$ cat config.mk
export PLATFORM = sky130hd
export DESIGN_NAME = lcd_nibble_writer
export DESIGN_NICKNAME = d
export VERILOG_FILES = /design/src/rtl/lcd_nibble_writer.sv
export SDC_FILE = /design/constraint.sdc
export NUM_CORES = 1
export LEC_CHECK = 0
export ABC_AREA = 0
export CORE_MARGIN = 10
export CORE_UTILIZATION = 50
export CTS_CLUSTER_SIZE = 16
export DETAILED_ROUTE_END_ITERATION = 7
export PLACE_DENSITY = 0.83
export SYNTH_ARGS = -nofsm -noshare
export SYNTH_HDL_FRONTEND = slang
export SYNTH_SLANG_ARGS = --single-unit
$ cat constraint.sdc
create_clock -name Clock -period 2.1 [get_ports Clock]
set_input_delay 0.63 -clock Clock [delete_from_list [all_inputs] [get_ports Clock]]
set_output_delay 0.63 -clock Clock [all_outputs]
set_load 0.02 [all_outputs]
$ cat src/rtl/lcd_nibble_writer.sv
// lcd_nibble_writer: sends one byte to a 4-bit HD44780-style LCD as two E-strobed nibbles.
// Optional macro LCD_LONG_CMD_WAIT_EN stretches the post-byte wait for clear/home commands.
module lcd_nibble_writer #(
  parameter int unsigned SETUP_CYC = 2,
  parameter int unsigned PULSE_CYC = 12,
  parameter int unsigned HOLD_CYC  = 1,
  parameter int unsigned GAP_CYC   = 50,
  parameter int unsigned WAIT_CYC  = 2000
) (
  input  logic       Clock,
  input  logic       Reset,
  input  logic [7:0] iData,
  input  logic       iRS,
  input  logic       iValid,
  output logic       oReady,
  output logic       oDone,
  output logic       oLCD_Enabled,
  output logic       oLCD_RegisterSelect,
  output logic       oLCD_ReadWrite,
  output logic       oLCD_StrataFlashControl,
  output logic [3:0] oLCD_Data
);

  localparam int unsigned CW = 20;

  localparam logic [3:0] S_IDLE     = 4'd0;
  localparam logic [3:0] S_SETUP_HI = 4'd1;
  localparam logic [3:0] S_PULSE_HI = 4'd2;
  localparam logic [3:0] S_HOLD_HI  = 4'd3;
  localparam logic [3:0] S_GAP      = 4'd4;
  localparam logic [3:0] S_SETUP_LO = 4'd5;
  localparam logic [3:0] S_PULSE_LO = 4'd6;
  localparam logic [3:0] S_HOLD_LO  = 4'd7;
  localparam logic [3:0] S_WAIT     = 4'd8;

  localparam logic [CW-1:0] LD_SETUP = CW'(SETUP_CYC - 1);
  localparam logic [CW-1:0] LD_PULSE = CW'(PULSE_CYC - 1);
  localparam logic [CW-1:0] LD_HOLD  = CW'(HOLD_CYC - 1);
  localparam logic [CW-1:0] LD_GAP   = CW'(GAP_CYC - 1);

  logic [3:0]    state, state_n;
  logic [CW-1:0] cnt, cnt_n;
  logic [CW-1:0] wait_len;
  logic [7:0]    byte_q, byte_n;
  logic          rs_q, rs_n;

`ifdef LCD_LONG_CMD_WAIT_EN
  localparam int unsigned LONG_WAIT_CYC = 82000;
  assign wait_len = (!rs_q && (byte_q == 8'h01 || byte_q == 8'h02)) ?
                    CW'(LONG_WAIT_CYC) : CW'(WAIT_CYC);
`else
  assign wait_len = CW'(WAIT_CYC);
`endif

  always_comb begin
    state_n = state;
    cnt_n   = cnt;
    byte_n  = byte_q;
    rs_n    = rs_q;
    if (state == S_IDLE) begin
      if (iValid) begin
        state_n = S_SETUP_HI;
        cnt_n   = LD_SETUP;
        byte_n  = iData;
        rs_n    = iRS;
      end
    end else if (cnt != '0) begin
      cnt_n = cnt - CW'(1);
    end else begin
      case (state)
        S_SETUP_HI: begin state_n = S_PULSE_HI; cnt_n = LD_PULSE; end
        S_PULSE_HI: begin state_n = S_HOLD_HI;  cnt_n = LD_HOLD;  end
        S_HOLD_HI:  begin state_n = S_GAP;      cnt_n = LD_GAP;   end
        S_GAP:      begin state_n = S_SETUP_LO; cnt_n = LD_SETUP; end
        S_SETUP_LO: begin state_n = S_PULSE_LO; cnt_n = LD_PULSE; end
        S_PULSE_LO: begin state_n = S_HOLD_LO;  cnt_n = LD_HOLD;  end
        S_HOLD_LO:  begin state_n = S_WAIT;     cnt_n = wait_len - CW'(1); end
        default:    begin state_n = S_IDLE;     cnt_n = '0;       end
      endcase
    end
  end

  // LCD pins are registered from the next state so each pin changes only on a clock edge.
  always_ff @(posedge Clock or posedge Reset) begin
    if (Reset) begin
      state               <= S_IDLE;
      cnt                 <= '0;
      byte_q              <= '0;
      rs_q                <= 1'b0;
      oDone               <= 1'b0;
      oLCD_Enabled        <= 1'b0;
      oLCD_RegisterSelect <= 1'b0;
      oLCD_Data           <= '0;
    end else begin
      state        <= state_n;
      cnt          <= cnt_n;
      byte_q       <= byte_n;
      rs_q         <= rs_n;
      oDone        <= (state == S_WAIT) && (cnt == '0);
      oLCD_Enabled <= (state_n == S_PULSE_HI) || (state_n == S_PULSE_LO);
      oLCD_RegisterSelect <= (state_n != S_IDLE) && (state_n != S_WAIT) && rs_n;
      if (state_n inside {S_SETUP_HI, S_PULSE_HI, S_HOLD_HI, S_GAP})
        oLCD_Data <= byte_n[7:4];
      else if (state_n inside {S_SETUP_LO, S_PULSE_LO, S_HOLD_LO})
        oLCD_Data <= byte_n[3:0];
      else
        oLCD_Data <= '0;
    end
  end

  assign oReady                  = (state == S_IDLE);
  assign oLCD_ReadWrite          = 1'b0;
  assign oLCD_StrataFlashControl = 1'b1;

endmodule

==> results of run 1 <==
## placed cells by master, fill, tap and decap left out, drive strengths merged, types with 3 or more instances in the layout
cell type,netlist,final
a22o,6,6
nand3,10,10
a31o,2,3
a21oi,8,8
nand2,12,12
dfrtp,40,40
inv,11,11
o21ai,22,22
nor3,9,9
a21o,5,5
nand4,3,3
and3,3,3
mux2,9,9
nor2,22,22
a31oi,5,5
nand2b,4,4
o31ai,7,7
o22ai,4,4
clkbuf,7,5
clkdlybuf4s50,0,18
or2,5,5
nor4,11,11
buf,6,42
a22oi,3,3
## layout make-up
class | count | area (um^2) | share of cell area
clock buffer | 5 | 68.8 | 0.0219
clock inverter | 2 | 12.5 | 0.00399
inverter | 11 | 41.3 | 0.0132
multi-input combinational | 184 | 1420 | 0.454
sequential | 40 | 1000 | 0.319
tap | 54 | 67.6 | 0.0215
timing repair buffer | 61 | 523 | 0.167
## worst paths after layout
kind | end | depth (start not counted) | startpoint | slack [ps]
hold reg to reg | byte_q[6]$_DFF_PP0_ | 1 | byte_q[6]$_DFF_PP0_ | 500
setup / recovery | oLCD_Data[0]$_DFF_PP0_ | 6 | cnt[18]$_DFFE_PP0P_ | -90
setup reg to reg | oLCD_Data[0]$_DFF_PP0_ | 6 | cnt[18]$_DFFE_PP0P_ | -90
hold / removal | byte_q[6]$_DFF_PP0_ | 1 | byte_q[6]$_DFF_PP0_ | 500
min in group asynchronous | cnt[16]$_DFFE_PP0P_ | 3 | Reset | 750
max in group asynchronous | cnt[7]$_DFFE_PP0P_ | 3 | Reset | 1010
## power breakdown
part | switching, mW | total, mW | internal (mW)
Sequential | 0.218 | 1.33 | 1.11
Combinational | 1.86 | 3.37 | 1.51
Clock | 0.272 | 0.497 | 0.225
## layer usage
layer	part of all wire	up-vias	GRT usage	wire length [um]
li1	-	1041	-	-
met1	0.41	1097	0.200	2630
met2	0.49	118	0.262	3140
met3	0.076	20	0.0356	487
met4	0.025	0	0.0338	161
met5	0	-	0	0
## metrics by stage
stage / worst slack (ps) / setup TNS [ps] / utilization
after floorplan: -79.1 / -213 / -
after global placement: -92.3 / -540 / 0.596
after detailed placement: -209 / -1340 / 0.596
after CTS: -79.3 / -280 / 0.625
after global routing: -182 / -1190 / 0.673
final: -90.1 / -521 / 0.673
## registers in the layout, summed over array words and instances (netlist names)
signal / count
oLCD_RegisterSelect: 1
byte_q: 8
cnt: 20
state: 4
oDone: 1
oLCD_Data: 4
rs_q: 1
oLCD_Enabled: 1
## cells by family after synthesis
kind of cell               count (synthesis)  synth area share
and+or+nand+nor                           89             0.223
AOI/OAI and AO/OA                         80             0.232
DFF                                       40             0.421
buffers and inverters                     24            0.0637
muxes                                     10            0.0469
other                                      2           0.00316
adders and majority gates                  1           0.00527
xor gates and xnor gates                   1           0.00369
## worst max-delay path, cell delays in order (launching register included)
cell	delay, ps
dfrtp_1	380
or4_4	560
or4_4	530
nor3_4	190
buf_6	150
nor4_1	50
o31ai_1	220
## what timing repair did
| item | in CTS | in global routing |
|---|---|---|
| setup buffers | 1 | 9 |
| setup endpoints to repair | 21 | 27 |
| gates resized for setup | 10 | 38 |
| pin swaps | 1 | 11 |
| endpoints found under the hold margin | 0 | 0 |
| cloned | 0 | 1 |
==> impl_metrics.toml, run 1 <==
[setup_path]
criticalPathCategory = "reg2reg"
critPathLaunchType = "flop"
worstPathRequired_ps = 2290
critical_path_arrival_ps = 2380
end_kind = "flop"
crit_fanout = 5

[clock_network]
cts_inserted_buffers = 5
cts.sink_count = 40
cts_tree = "done"
htreeDepth = 2
cts_buffer_depth = 2
clk_pin_slew_ps = 80
root_buffer = "clkbuf_8"
worstSkewPairLatency_ps = 290
cts_hold_buf = 0

[power]
power.density_nw_per_um2 = 1660
p_leak_nw = 1.38
finalPower_mw = 5.20
irDropWorstVdd_v = 0.000924

[layout]
fin_cells = 357
layout-drive-gt1-share = 0.343
stdcell_area_um2 = 3140
antenna_cells = 0
fin_nets = 316
fill_cells = 341
area_growth_syn_to_layout_pct = 32.1

[floorplanning]
die_area_um2 = 7910
row_count = 25
die_y_um = 88.9
initial_utilization = 0.510
die_w_um = 88.9
pin_count = 22
core-area_um2 = 4660

[logic_synthesis]
synth_edf_count = 0
synth_seq_cells = 40
synth.avg_cell_area_um2 = 9.61
yosysTopAreaCell = "dfrtp_1"
async_flop_share = 1.00
ys_warn_count = 0
ys_types = 58
yosysSeqAreaShare = 0.421
synth_top_cells_by_count = "dfrtp_1, o21ai_0, nor2_1, inv_1"
yosysTopAreaCellShare = 0.421
ys.flop_type = "dfrtp_1"
syn_area_um2 = 2370
syn-num-nets = 260
yosysMostFrequentCell = "dfrtp_1"
synthCells = 247
netlist_top_cells_area = "dfrtp_1, o21ai_0, mux2_2, nor2_1, a22o_1"

[sta]
holdWs_ps = 501
hold_viol = 0
min_period_over_period = 1.04
max_freq_mhz = 457
fin_crit_ps = 2190
worst_clock_skew_ps = 4.16
fin_ws_ps = -90.1
rsz0062_at_grt = "yes"
finalSetupViolCount = 8
maxSlewViolCount = 0

[placed_design]
dp_cells = 339
port_buffers = 19
hpwl_mm = 4.25
gp_congestion = 0.910
post_dp_cell_area_um2 = 2780

[drt]
num_vias = 2276
drtPass1Iterations = 5
post-route-drc-count = 0
final_antenna_net_count = 0
vias_per_cell = 6.38
drt_iter0_markers = 243
routed_wl_mm = 6.42
wl_per_cell_um = 18.0

[min_path]
hold_class = "reg2reg"

[run_status]
failed_checks = "negative setup slack"
outcome = "complete, but fails checks"

[grt]
antenna_found_initial = 0
grt_use_total = 0.156
grt_pass1_vias = 2057
overflow = 0
grt_pass1_wl_mm = 10.0
grt_max_degree = 41

[flow_run]
cap_violations = 0
(Power assumes the default switching activity.)
==> run 2: changes to the inputs <==
--- a/config.mk
+++ b/config.mk
@@ -14,3 +14,4 @@
 export SYNTH_ARGS = -nofsm -noshare
 export SYNTH_HDL_FRONTEND = slang
 export SYNTH_SLANG_ARGS = --single-unit
+export TNS_END_PERCENT = 5
==> run 2 against run 1 <==
  * The run still ends with negative setup slack left
  * Highest routed layer unchanged
  * Die area did not move
  * Fmax decreased by 1.7%
  * Wire length is 1.6% lower
  * Critical endpoint is now cnt[5]$_DFFE_PP0P_
==> impl_metrics.toml, run 2 (same netlist as run 1, synthesis figures left out) <==
[run_status]
outcome = "complete, but fails checks"
failed_checks = "negative setup slack"

[setup_path]
worstPathRequired_ps = 2280
crit_path_frequent_cell = "or4_4"
critical_path_arrival_ps = 2410
slowest_stage = "or4_4"
worstPathCellList = "or4_4 > or4_4 > buf_6 > nor2_8 > o22ai_2 > a221o_1"
criticalPathCategory = "reg2reg"
crit_fanout = 6
end_kind = "flop"
cpPeakStageDelay_ps = 540
critPathLaunchType = "flop"

[layout]
fin_nets = 312
final_cell_mix = "dfrtp_1, buf_4, nor2_1, o21ai_0, clkdlybuf4s50_1"
largest_register = "cnt"
fill_cells = 337
top_regs = "cnt (20), byte_q (8)"
final_common_cell = "dfrtp_1"
layout-drive-gt1-share = 0.323
antenna_cells = 0
largest_register_ffs = 20
area_growth_syn_to_layout_pct = 32.1
fin_cells = 354

[power]
power.density_nw_per_um2 = 1720
p_leak_nw = 1.39
finalPower_mw = 5.40
irDropWorstVdd_v = 0.000752

[sta]
worst_clock_skew_ps = 5.70
holdWs_ps = 505
fin_crit_ps = 2230
min_period_over_period = 1.06
max_freq_mhz = 449
maxSlewViolCount = 0
finalSetupViolCount = 10
hold_viol = 0
fin_ws_ps = -128
rsz0062_at_grt = "yes"

[drt]
drt_iter0_markers = 172
final_antenna_net_count = 0
drtPass1Iterations = 5
num_vias = 2223
vias_per_cell = 6.28
post-route-drc-count = 0
routed_wl_mm = 6.32
wl_per_cell_um = 17.8

[floorplanning]
row_count = 25
pin_count = 22
die_w_um = 88.9
initial_utilization = 0.510
die_y_um = 88.9
die_area_um2 = 7910
core-area_um2 = 4660

[grt]
grt_max_degree = 41
overflow = 0
antenna_found_initial = 0
grt_use_total = 0.161
grt_pass1_wl_mm = 10.2
grt_pass1_vias = 2168

[clock_network]
cts_tree = "done"
worstSkewPairLatency_ps = 290
cts_hold_buf = 0
cts_inserted_buffers = 5
cts_buffer_depth = 2
clk_pin_slew_ps = 80
root_buffer = "clkbuf_8"
htreeDepth = 2
cts.sink_count = 40

[placed_design]
gp_congestion = 0.959
port_buffers = 19
hpwl_mm = 4.28
dp_cells = 342

[min_path]
hold_class = "reg2reg"

[flow_run]
cap_violations = 0
run 2: cell count changes in the layout (fill, tap and decap cells not counted), moves of 2 or more:
| cell | change |
|---|---|
| inv_1 | +2 |
| buf_4 | -3 |
| nor3_2 | -2 |
| o21ai_0 | +5 |
| clkbuf_8 | +2 |
| inv_2 | -2 |
| nand3_2 | -2 |
| nand3_1 | +2 |
| o21ai_1 | -5 |
run 2: routing by layer:
metal | track usage | wire, um
met1 | 0.191 | 2510
met2 | 0.275 | 3190
met3 | 0.0292 | 523
met4 | 0.0705 | 102
met5 | 0 | 0
run 2: where the power goes:
part	switching [mW]	leakage (nW)	internal, mW
Combinational	1.81	0.820	1.58
Clock	0.266	0.0645	0.419
Sequential	0.215	0.507	1.11
Total	2.29	1.39	3.11
run 2: metrics by stage:
stage / util / setup slack [ps] / setup TNS, ps / area [um^2]
2_1_floorplan: - / -79.1 / -213 / 2390
3_3_place_gp: 0.603 / -133 / -1110 / 2810
3_5_place_dp: 0.603 / -154 / -1950 / 2810
4_1_cts: 0.651 / -168 / -1280 / 3030
5_1_grt: 0.673 / -195 / -2400 / 3140
6_report: 0.673 / -128 / -437 / 3140
run 2: layout make-up:
type / count / area, um^2 / share of cell area
multi-input cells: 183 / 1390 / 0.444
flip-flops and latches: 40 / 1000 / 0.319
repair buffers: 58 / 509 / 0.162
clock inverters: 1 / 30.0 / 0.00957
inverters: 11 / 41.3 / 0.0132
well taps: 54 / 67.6 / 0.0215
clock buffers: 7 / 96.3 / 0.0307
run 2: path summary, 6_finish.rpt:
path,from,endpoint,slack [ps],cells past startpoint
max,cnt[15]$_DFFE_PP0P_,cnt[5]$_DFFE_PP0P_,-130,6
min,byte_q[2]$_DFF_PP0_,byte_q[2]$_DFF_PP0_,500,1
max reg2reg,cnt[15]$_DFFE_PP0P_,cnt[5]$_DFFE_PP0P_,-130,6
min reg2reg,byte_q[2]$_DFF_PP0_,byte_q[2]$_DFF_PP0_,500,1
max in group asynchronous,Reset,cnt[3]$_DFFE_PP0P_,1210,3
min in group asynchronous,Reset,cnt[15]$_DFFE_PP0P_,680,3
run 2: what timing repair did:
item,CTS,global route
pin swaps,8,6
buffers inserted,2,2
resized for setup,16,19
setup endpoints to repair,28,29
cloned,0,0
run 2: critical path: cells and delay by family, from the launching register on:
family	cells	cell delay, ps
AND/OR/NAND/NOR	3	1160
AO/OA/AOI/OAI	2	410
flip-flops	1	390
buffers and inverters	1	160
==> run 3: changes to the inputs <==
--- a/config.mk
+++ b/config.mk
@@ -8,9 +8,9 @@
 export ABC_AREA = 0
 export CORE_MARGIN = 10
 export CORE_UTILIZATION = 50
-export CTS_CLUSTER_SIZE = 16
 export DETAILED_ROUTE_END_ITERATION = 7
 export PLACE_DENSITY = 0.83
+export REMOVE_ABC_BUFFERS = 1
 export SYNTH_ARGS = -nofsm -noshare
 export SYNTH_HDL_FRONTEND = slang
 export SYNTH_SLANG_ARGS = --single-unit
==> run 3 against run 2 <==
  * The run still ends with negative setup slack left
  * Final area down 3.3%
  * Die area unchanged
  * Sequential power about the same
  * Count of clock-buffer cells in the layout unchanged
  * Critical path depth down 1
  * Clock power up 3.2%
  * Non-clock buffer count down 1
  * Combinational power down 5%
  * Utilization down 2.2 points
  * Setup slack better by 63 ps
  * Largest power group unchanged
  * Highest routed layer unchanged
==> impl_metrics.toml, run 3 (same netlist as run 1, synthesis figures left out) <==
[sta]
fin_ws_ps = -65.3
max_freq_mhz = 462
fin_crit_ps = 2170
tns_ps = -303
hold_viol = 0
min_period_over_period = 1.03
worst_clock_skew_ps = 8.04
finalSetupViolCount = 8
rsz0062_at_grt = "yes"
maxSlewViolCount = 0

[layout]
layout-drive-gt1-share = 0.304
largest_register = "cnt"
antenna_cells = 0
top_regs = "cnt (20), byte_q (8)"
utilization = 0.651
largest_register_ffs = 20
stdcell_area_um2 = 3030
final_common_cell = "dfrtp_1"
fin_nets = 311
area_growth_syn_to_layout_pct = 27.7
final_cell_mix = "dfrtp_1, buf_4, nor2_1, clkdlybuf4s50_1, o21ai_0"

[drt]
routed_wl_mm = 6.20
num_vias = 2261
drt_iter0_markers = 252
vias_per_cell = 6.41
final_antenna_net_count = 0
post-route-drc-count = 0
wl_per_cell_um = 17.6
drtPass1Iterations = 5

[placed_design]
hpwl_mm = 4.37
port_buffers = 19
dp_slack_ps = -144
post_dp_cell_area_um2 = 2810
gp_congestion = 0.930

[power]
p_switching_mw = 2.25
swShare = 0.429
p_int_mw = 2.99
irDropWorstVdd_v = 0.000692
seqPwrFrac = 0.250
finalPower_mw = 5.24
combPwrFrac = 0.615
p_leak_nw = 1.36
power.density_nw_per_um2 = 1730
clock_power_share = 0.135

[setup_path]
worstPathRequired_ps = 2300
critical_path_arrival_ps = 2360
crit_fanout = 5
end_kind = "flop"
r2r_cells = 5
critPathLaunchType = "flop"
criticalPathCategory = "reg2reg"

[grt]
antenna_found_initial = 0
overflow = 0
grt_pass1_vias = 2125
grt_max_degree = 41
grt_pass1_wl_mm = 10.3
grt_use_total = 0.164

[run_status]
outcome = "complete, but fails checks"
failed_checks = "negative setup slack"

[floorplanning]
die_area_um2 = 7910
core-area_um2 = 4660
pin_count = 22
die_y_um = 88.9
initial_utilization = 0.510
die_w_um = 88.9
row_count = 25

[clock_network]
htreeDepth = 2
cts_hold_buf = 0
clk_pin_slew_ps = 80
worstSkewPairLatency_ps = 310
cts_inserted_buffers = 5
post-cts-setup-buffers = 0
cts_buffer_depth = 2
cts_tree = "done"
cts.sink_count = 40
root_buffer = "clkbuf_8"

[min_path]
hold_class = "reg2reg"
min_path_cells = 1

[flow_run]
cap_violations = 0
==> run 3: area by class of cell <==
class	instances	area [um^2]
fill	347	1630
tap	54	67.6
sequential	40	1000
clock buffer	7	96.3
multi-input combinational	183	1320
clock inverter	1	30.0
inverter	11	41.3
timing repair buffer	57	482
==> run 3: layer usage <==
metal,track usage,part of all wire,vias up
met5,0,0,-
met4,0.0690,0.030,0
met3,0.0401,0.093,27
met2,0.270,0.47,111
met1,0.201,0.40,1088
li1,-,-,1035
==> run 3: critical path, stage by stage, from the launching register on <==
cell and delay, ps:
dfrtp_1 380, or4_4 570, or4_4 530, nor2_8 180, o22ai_1 90, a221o_1 310
==> run 3: power by group through the flow <==
stage                     registers, mW  logic, mW  clock network, mW
final                              1.31       3.23              0.707
after global routing               1.35       3.47              0.741
after CTS                          1.31       3.08              0.706
after detailed placement           1.31       2.93                  0
after global placement             1.29       2.84                  0
after floorplan                    1.42       1.69                  0
==> run 3: what timing repair did <==
item                                    CTS  global route
gates cloned                              0             0
pin swaps                                 5             2
resized for setup                        14            14
endpoints found under the setup margin   20            28
==> run 3: path summary, 6_finish.rpt <==
| path | start | endpoint | slack (ps) |
|---|---|---|---|
| worst max-delay path | cnt[16]$_DFFE_PP0P_ | cnt[5]$_DFFE_PP0P_ | -70 |
| max in group asynchronous | Reset | cnt[19]$_DFFE_PP0P_ | 1000 |
| worst min register to register | byte_q[2]$_DFF_PP0_ | byte_q[2]$_DFF_PP0_ | 510 |
| worst max register to register | cnt[16]$_DFFE_PP0P_ | cnt[5]$_DFFE_PP0P_ | -70 |
| worst min-delay path | byte_q[2]$_DFF_PP0_ | byte_q[2]$_DFF_PP0_ | 510 |
| min in group asynchronous | Reset | cnt[17]$_DFFE_PP0P_ | 750 |
==> run 3: stage by stage <==
step,cells,hold slack (ps)
2_1_floorplan,234,464
3_3_place_gp,345,484
4_1_cts,353,507
5_1_grt,353,520
3_5_place_dp,345,487
6_report,353,509
